**config.mk**
```make
export PLATFORM = sky130hd
export DESIGN_NAME = reg_scoreboard
export DESIGN_NICKNAME = d
export VERILOG_FILES = /design/src/rtl/reg_scoreboard.sv
export SDC_FILE = /design/constraint.sdc
export NUM_CORES = 1
export LEC_CHECK = 0
export ABC_AREA = 1
export BUFFER_PORTS_ARGS = -buffer_cell sky130_fd_sc_hd__clkbuf_2
export CAP_MARGIN = 20
export CORE_ASPECT_RATIO = 0.8
export CORE_UTILIZATION = 27
export CTS_BUF_LIST = sky130_fd_sc_hd__clkbuf_2
export DETAILED_ROUTE_END_ITERATION = 16
export PLACE_DENSITY = 0.5
export SETUP_SLACK_MARGIN = 0.1
export SLEW_MARGIN = 25
export SYNTH_ARGS = -nofsm -noshare
export SYNTH_HDL_FRONTEND = slang
export SYNTH_SLANG_ARGS = --single-unit
export TNS_END_PERCENT = 50
```
**constraint.sdc**
```tcl
create_clock -name clk -period 3.59 [get_ports clk]
set_input_delay 0.359 -clock clk [delete_from_list [all_inputs] [get_ports clk]]
set_output_delay 0.359 -clock clk [all_outputs]
set_load 0.1 [all_outputs]
```
**src/rtl/reg_scoreboard.sv**
```systemverilog
// Register scoreboard: tracks in-flight producers per architectural register and stalls issue on RAW/WAW hazards.
// Latency: iss_ready is combinational; busy bits update one cycle after issue/writeback/flush.
// Backpressure: iss_ready drops while any hazard or flush is present; it is independent of iss_valid.
module reg_scoreboard #(
  parameter int REG_NUM   = 32,
  parameter int REG_WIDTH = 5,
  parameter int TAG_WIDTH = 2,
  parameter int CNT_WIDTH = 16
) (
  input  logic                 clk,
  input  logic                 rst,
  input  logic                 iss_valid,
  output logic                 iss_ready,
  input  logic                 iss_r1_en,
  input  logic [REG_WIDTH-1:0] iss_r1_addr,
  input  logic                 iss_r2_en,
  input  logic [REG_WIDTH-1:0] iss_r2_addr,
  input  logic                 iss_rd_en,
  input  logic [REG_WIDTH-1:0] iss_rd_addr,
  input  logic [TAG_WIDTH-1:0] iss_tag,
  input  logic                 wb_en,
  input  logic [REG_WIDTH-1:0] wb_addr,
  input  logic [TAG_WIDTH-1:0] wb_tag,
  input  logic                 flush,
  output logic [REG_NUM-1:0]   busy_vec,
  output logic [CNT_WIDTH-1:0] stall_cnt
);

  logic [REG_NUM-1:0]   busy_q;
  logic [REG_NUM-1:0]   busy_d;
  logic [TAG_WIDTH-1:0] tag_q [REG_NUM];

  logic raw1;
  logic raw2;
  logic waw;
  logic set_en;
  logic clr_en;

  // Hazards look only at registered state: a writeback landing this cycle is not bypassed.
  assign raw1 = iss_r1_en && (iss_r1_addr != '0) && busy_q[iss_r1_addr];
  assign raw2 = iss_r2_en && (iss_r2_addr != '0) && busy_q[iss_r2_addr];
  assign waw  = iss_rd_en && (iss_rd_addr != '0) && busy_q[iss_rd_addr];

  assign iss_ready = !(raw1 || raw2 || waw) && !flush;

  assign set_en = iss_valid && iss_ready && iss_rd_en && (iss_rd_addr != '0);
  assign clr_en = wb_en && (wb_addr != '0) && busy_q[wb_addr] && (tag_q[wb_addr] == wb_tag);

  // Next busy vector: flush wipes everything; otherwise clear then set, so set wins on a collision.
  always_comb begin
    busy_d = busy_q;
    if (flush) begin
      busy_d = '0;
    end else begin
      if (clr_en) busy_d[wb_addr] = 1'b0;
      if (set_en) busy_d[iss_rd_addr] = 1'b1;
    end
    busy_d[0] = 1'b0;
  end

  // Busy bit register.
  always_ff @(posedge clk or negedge rst) begin
    if (!rst) busy_q <= '0;
    else      busy_q <= busy_d;
  end

  // Producer tag capture on issue; flush leaves tags alone since busy bits gate their use.
  always_ff @(posedge clk or negedge rst) begin
    if (!rst) begin
      for (int i = 0; i < REG_NUM; i++) tag_q[i] <= '0;
    end else if (set_en) begin
      tag_q[iss_rd_addr] <= iss_tag;
    end
  end

  // Saturating count of cycles where a valid instruction was held back.
  always_ff @(posedge clk or negedge rst) begin
    if (!rst) begin
      stall_cnt <= '0;
    end else if (iss_valid && !iss_ready && (stall_cnt != {CNT_WIDTH{1'b1}})) begin
      stall_cnt <= stall_cnt + CNT_WIDTH'(1);
    end
  end

  assign busy_vec = busy_q;

endmodule

```
**Word-level counts from Yosys, hierarchy flattened**

Cells that the tools add are included.

- Input port bits: 32
- Logic and storage cells: 100
- Output and inout bits: 49
- Register bits after elaboration: 111

- Order comparisons: 9
- Add/subtract/negate cells: 1
- Equal/unequal tests: 2
- Bitwise operators: 5
- Muxes and demuxes: 22
- Reduce and logical (&&, ||, !) cells: 27

Operators with widths:

| cell | number |
|---|---|
| $mux 32 | 4 |
| $bwmux 64 | 1 |
| $and 32x32->32 | 1 |
| $not 32->32 | 1 |
| $or 32x32->32 | 1 |
| $lt 5x6->1 const B | 4 |
| $bmux 1 s5 | 4 |
| $reduce_bool 5->1 | 4 |
| $logic_and 1x1->1 | 18 |
| $add 16x1->16 const B | 1 |
| $ne 16x16->1 const B | 1 |
| $ge 6x6->1 const B | 2 |
| $not 5->6 | 2 |
| $bmux 2 s5 | 1 |
| $demux 1 s5 | 2 |
| $demux 2 s5 | 1 |
| $ge 5x1->1 const B | 2 |
| $lt 6x1->1 const B | 1 |
| $mux 1 | 6 |
| $mux 2 | 3 |
| $logic_not 1->1 | 3 |
| $eq 2x2->1 | 1 |
| $logic_or 1x1->1 | 2 |

**Longest topological paths before layout**

- Depth after elaboration: 12
- Depth in mapped cells: 19

**Worst setup path before layout**

OpenSTA, ideal clock, no wires.

- Path type: flip-flop to output port
- From: register busy_q[24], in the netlist busy_vec[24]
- To: output iss_ready
- Data arrival time: 2.498 ns
- Slack: 0.733 ns
- Data required time: 3.231 ns
- Cell stages (with the launch flop): 15
- Cell sequence: dfrtp_1 -> nand2_1 -> nand2_1 -> nand2_1 -> nand2_1 -> nand2_1 -> nand2_1 -> nor2_1 -> nand2_1 -> nand2_1 -> nand2_2 -> nor2_8 -> nand2_4 -> buf_2 -> inv_1

- Longest elaborated chain between the ends: 7
- Elaborated cells on any way between the ends: 13

Ends and longest elaborated chain:

| item | RTL line | RTL |
|---|---|---|
| start: declaration | 29 | `logic [REG_NUM-1:0] busy_q;` |
| start signal: assignment | 64 | `else busy_q <= busy_d;` |
| $bmux 1 s5, on equally long branches | 40, 41 |  |
| $mux 1, on equally long branches | 40, 41 |  |
| $logic_and 1x1->1, on equally long branches | 40, 41 |  |
| $logic_or 1x1->1 | 44 | `assign iss_ready = !(raw1 \|\| raw2 \|\| waw) && !flush;` |
| $logic_or 1x1->1 * | 44 |  |
| $logic_not 1->1 * | 44 |  |
| $logic_and 1x1->1 * | 44 |  |
| end: declaration | 13 | `output logic iss_ready,` |

Every way passes the cells marked *; elsewhere a longest branch is shown, timed or not. The select of a mux whose other input is x is not followed.

**Worst setup path in the final report**

- From: register busy_q[10], in the netlist busy_vec[10]
- To: output iss_ready

Same word-level chain as after synthesis.

==> reports/qor.yml <==
outcome:
  status: "completed"
flow_run:
  drv_cap: 0
clocking:
  ctsRootBufferMaster: "clkbuf_2"
  clk_pin_slew_worst_paths_ps: 380
  htree_num_levels: 3
  cts_buffers: 9
  cts_tree: "done"
  ctsLongestPathBuffers: 2
  clk-insertion-delay-late_ps: 700
  cts_sinks: 111
placed_design:
  port-buffer-count: 79
  dp_hpwl_um: 19700
  globalplace.congestion: 0.960
global_routing:
  grt_usage_pct: 18.4
  gr-usage-met2_pct: 26.1
  grt_max_degree: 65
  grt_pass1_wl_um: 41400
  met3_usage_pct: 2.99
  antenna_found_initial: 0
  grt-ovfl-total: 0
  grt-busiest-layer: "met1"
  grt_util_met1_pct: 28.3
  grt_pass1_vias: 6910
floorplan:
  fp-row-count: 55
  die-area_mm2: 0.0296
  die_x_um: 192
  initial_core_util_pct: 27.6
  pin_count: 81
  die_h_um: 154
  core-area_mm2: 0.0284
logic_synthesis:
  syn_area_mm2: 0.00781
  yosysWarnings: 0
  syn_inst: 1115
  synth_top_area_share_pct: 35.6
  synth_edf_count: 0
  synth_commonest_cells: "nand2_1 (472), dfrtp_1 (111), nor2_1 (97)"
  synth_most_common_cell: "nand2_1"
  syn_area_per_cell_um2: 7.01
  synth-seq-cells: 111
  synth.area.top_cells: "dfrtp_1 (36%), nand2_1 (23%), nand4_4 (8.2%), nor2_1 (4.7%), nand3_1 (4.4%)"
  seq_area_frac_synth_pct: 35.6
  synthDistinctLibCells: 33
  async_flop_share_pct: 100
  yosysTopAreaCell: "dfrtp_1"
  syn_nets: 1148
  ys.flop_type: "dfrtp_1"
routing:
  drc: 0
  viasPerCell: 4.85
  drt-initial-drc-count: 720
  wl_per_cell_um: 17.1
  vias: 7558
  drt_pass1_iterations: 5
  ant_nets: 0
  wl_um: 26700
worst_hold_path:
  hp-class: "input pin to async pin"
critical_path:
  ff2ff_setup_slack_ps: 1090
  cp.depth: 12
  crit_top_cell: "nor2_1"
  cp_slowest_cell: "dfrtp_1"
  crit_path_max_incr_delay_ps: 600
  cp.arrival_ps: 2830
  startpoint_type: "flop"
  r2r_cells: 9
  critical_path.cell_chain: "inv_1 > o21ai_0 > nand2_1 > nand2_1 > nor2_1 > nor2_1 > nor2_1 > nor2_2 > nor2_8 > nand2_4 > inv_1 > buf_12"
  path_buf_inv: 3
  critical_path_class: "flop to output port"
  required_ps: 3230
  cp_top_family: "simple AND/OR/NAND/NOR gates"
  worstSetupEndpointType: "output port"
  critPathMaxFanout: 19
timing:
  maxSlewViolCount: 0
  fmax_mhz: 313
  setup_tns_ps: 0
  rsz0062_at_grt: "no"
  period_share_pct: 88.9
  finalHoldViolCount: 0
  fin_crit_ps: 3190
  slew_headroom_pct: 39.7
  skew_ps: 58.5
  tightest_slew_ps: 903
  setup_viol_count_final: 0
finish:
  diodes: 0
  fin_nets: 1215
  utilization_pct: 30.9
  area_growth_pct: 12.2
  final_layout_size_suffix_gt1_share_pct: 17.3
  n_fill_cell: 3193
power:
  p_per_area_mw_per_mm2: 313
  finalPower_mw: 2.74
  vdd_drop_max_v: 0.000224
  p_leak_nw: 3.98
[layer usage]
layer,vias up,wire length [um]
li1,3738,-
met1,3541,13400
met2,249,11000
met3,30,1790
met4,0,446
met5,-,0
[timing repair]
| item | CTS | global route |
|---|---|---|
| hold buffers | 1 | 0 |
| endpoints found under the hold margin | 47 | 0 |
| endpoints found under the setup margin | 0 | 1 |
| resized for setup | 0 | 0 |
| setup buffers | 0 | 6 |
[worst register-to-register path: cells and delay by family, from the launching register on]
family | cells | cell delay, ps
simple gates | 7 | 1380
flops | 1 | 510
buf+inv | 1 | 350
fa+ha+maj | 1 | 210
[flip-flops by register name, indices dropped and copies added, names as in the netlist]
name and flops:
stall_cnt 16, tag_q 64, busy_vec 31
[final timing paths]
check | startpoint | end
worst max-delay path | busy_vec[10] | iss_ready
worst min-delay path | rst | stall_cnt[14]
worst max register to register | stall_cnt[0] | stall_cnt[2]
worst min register to register | tag_q[63] | tag_q[63]
max in group asynchronous | rst | tag_q[27]
min in group clk | iss_valid | stall_cnt[10]
[cells in the final DEF (no fill, tap or decap), types with 2 or more instances in the layout]
master / count
nand3_1: 69
nor2_2: 3
inv_1: 64
inv_6: 2
o21ai_1: 66
o21ai_0: 26
inv_2: 8
a21boi_0: 2
xor2_1: 6
nand3_4: 2
nand2_1: 472
nor3_1: 17
nand4_1: 19
nand4_4: 30
nor2_1: 94
xnor2_1: 7
a21oi_2: 30
buf_4: 28
nand2_2: 3
nor4_1: 2
clkbuf_2: 86
a21oi_1: 17
o211ai_1: 6
clkinv_8: 2
buf_12: 4
dfrtp_1: 111
[cell families (layout without fill, tap and decap cells)]
kind of cell               Yosys count  in the layout  share of synthesized area (%)
xor gates and xnor gates            13             13                           1.46
other                                1              1                         0.0480
buffers and inverters              127            199                           7.80
DFF                                111            111                           35.6
adders and majority gates            1              1                          0.160
AOI/OAI and AO/OA                  148            148                           11.2
and+or+nand+nor                    714            714                           43.8
[power breakdown]
part	leakage [nW]	internal, mW	switching, mW
logic	2.38	0.170	0.575
registers	1.53	1.33	0.0634
clock network	0.0743	0.117	0.494
[metrics by stage]
stage                     cell area (um2)  setup slack (ps)  hold WS (ps)  std cells
after detailed placement             8590               564           368       1534
after global placement               8590               680           373       1534
after CTS                            8720               241           103       1551
after global routing                 8770               187           108       1557
after floorplan                      7810               733          63.4       1115
final                                8770               398           142       1557
[area by class of cell]
type / count / area (um2) / share of cell area [%]
clock inverters: 7 / 75.1 / 0.856
repair buffers: 110 / 686 / 7.82
flip-flops and latches: 111 / 2780 / 31.7
well taps: 370 / 463 / 5.28
multi-input cells: 877 / 4450 / 50.7
clock buffers: 9 / 45.0 / 0.514
inverters: 73 / 277 / 3.15
No activity file was read; power rests on OpenSTA's default activity.
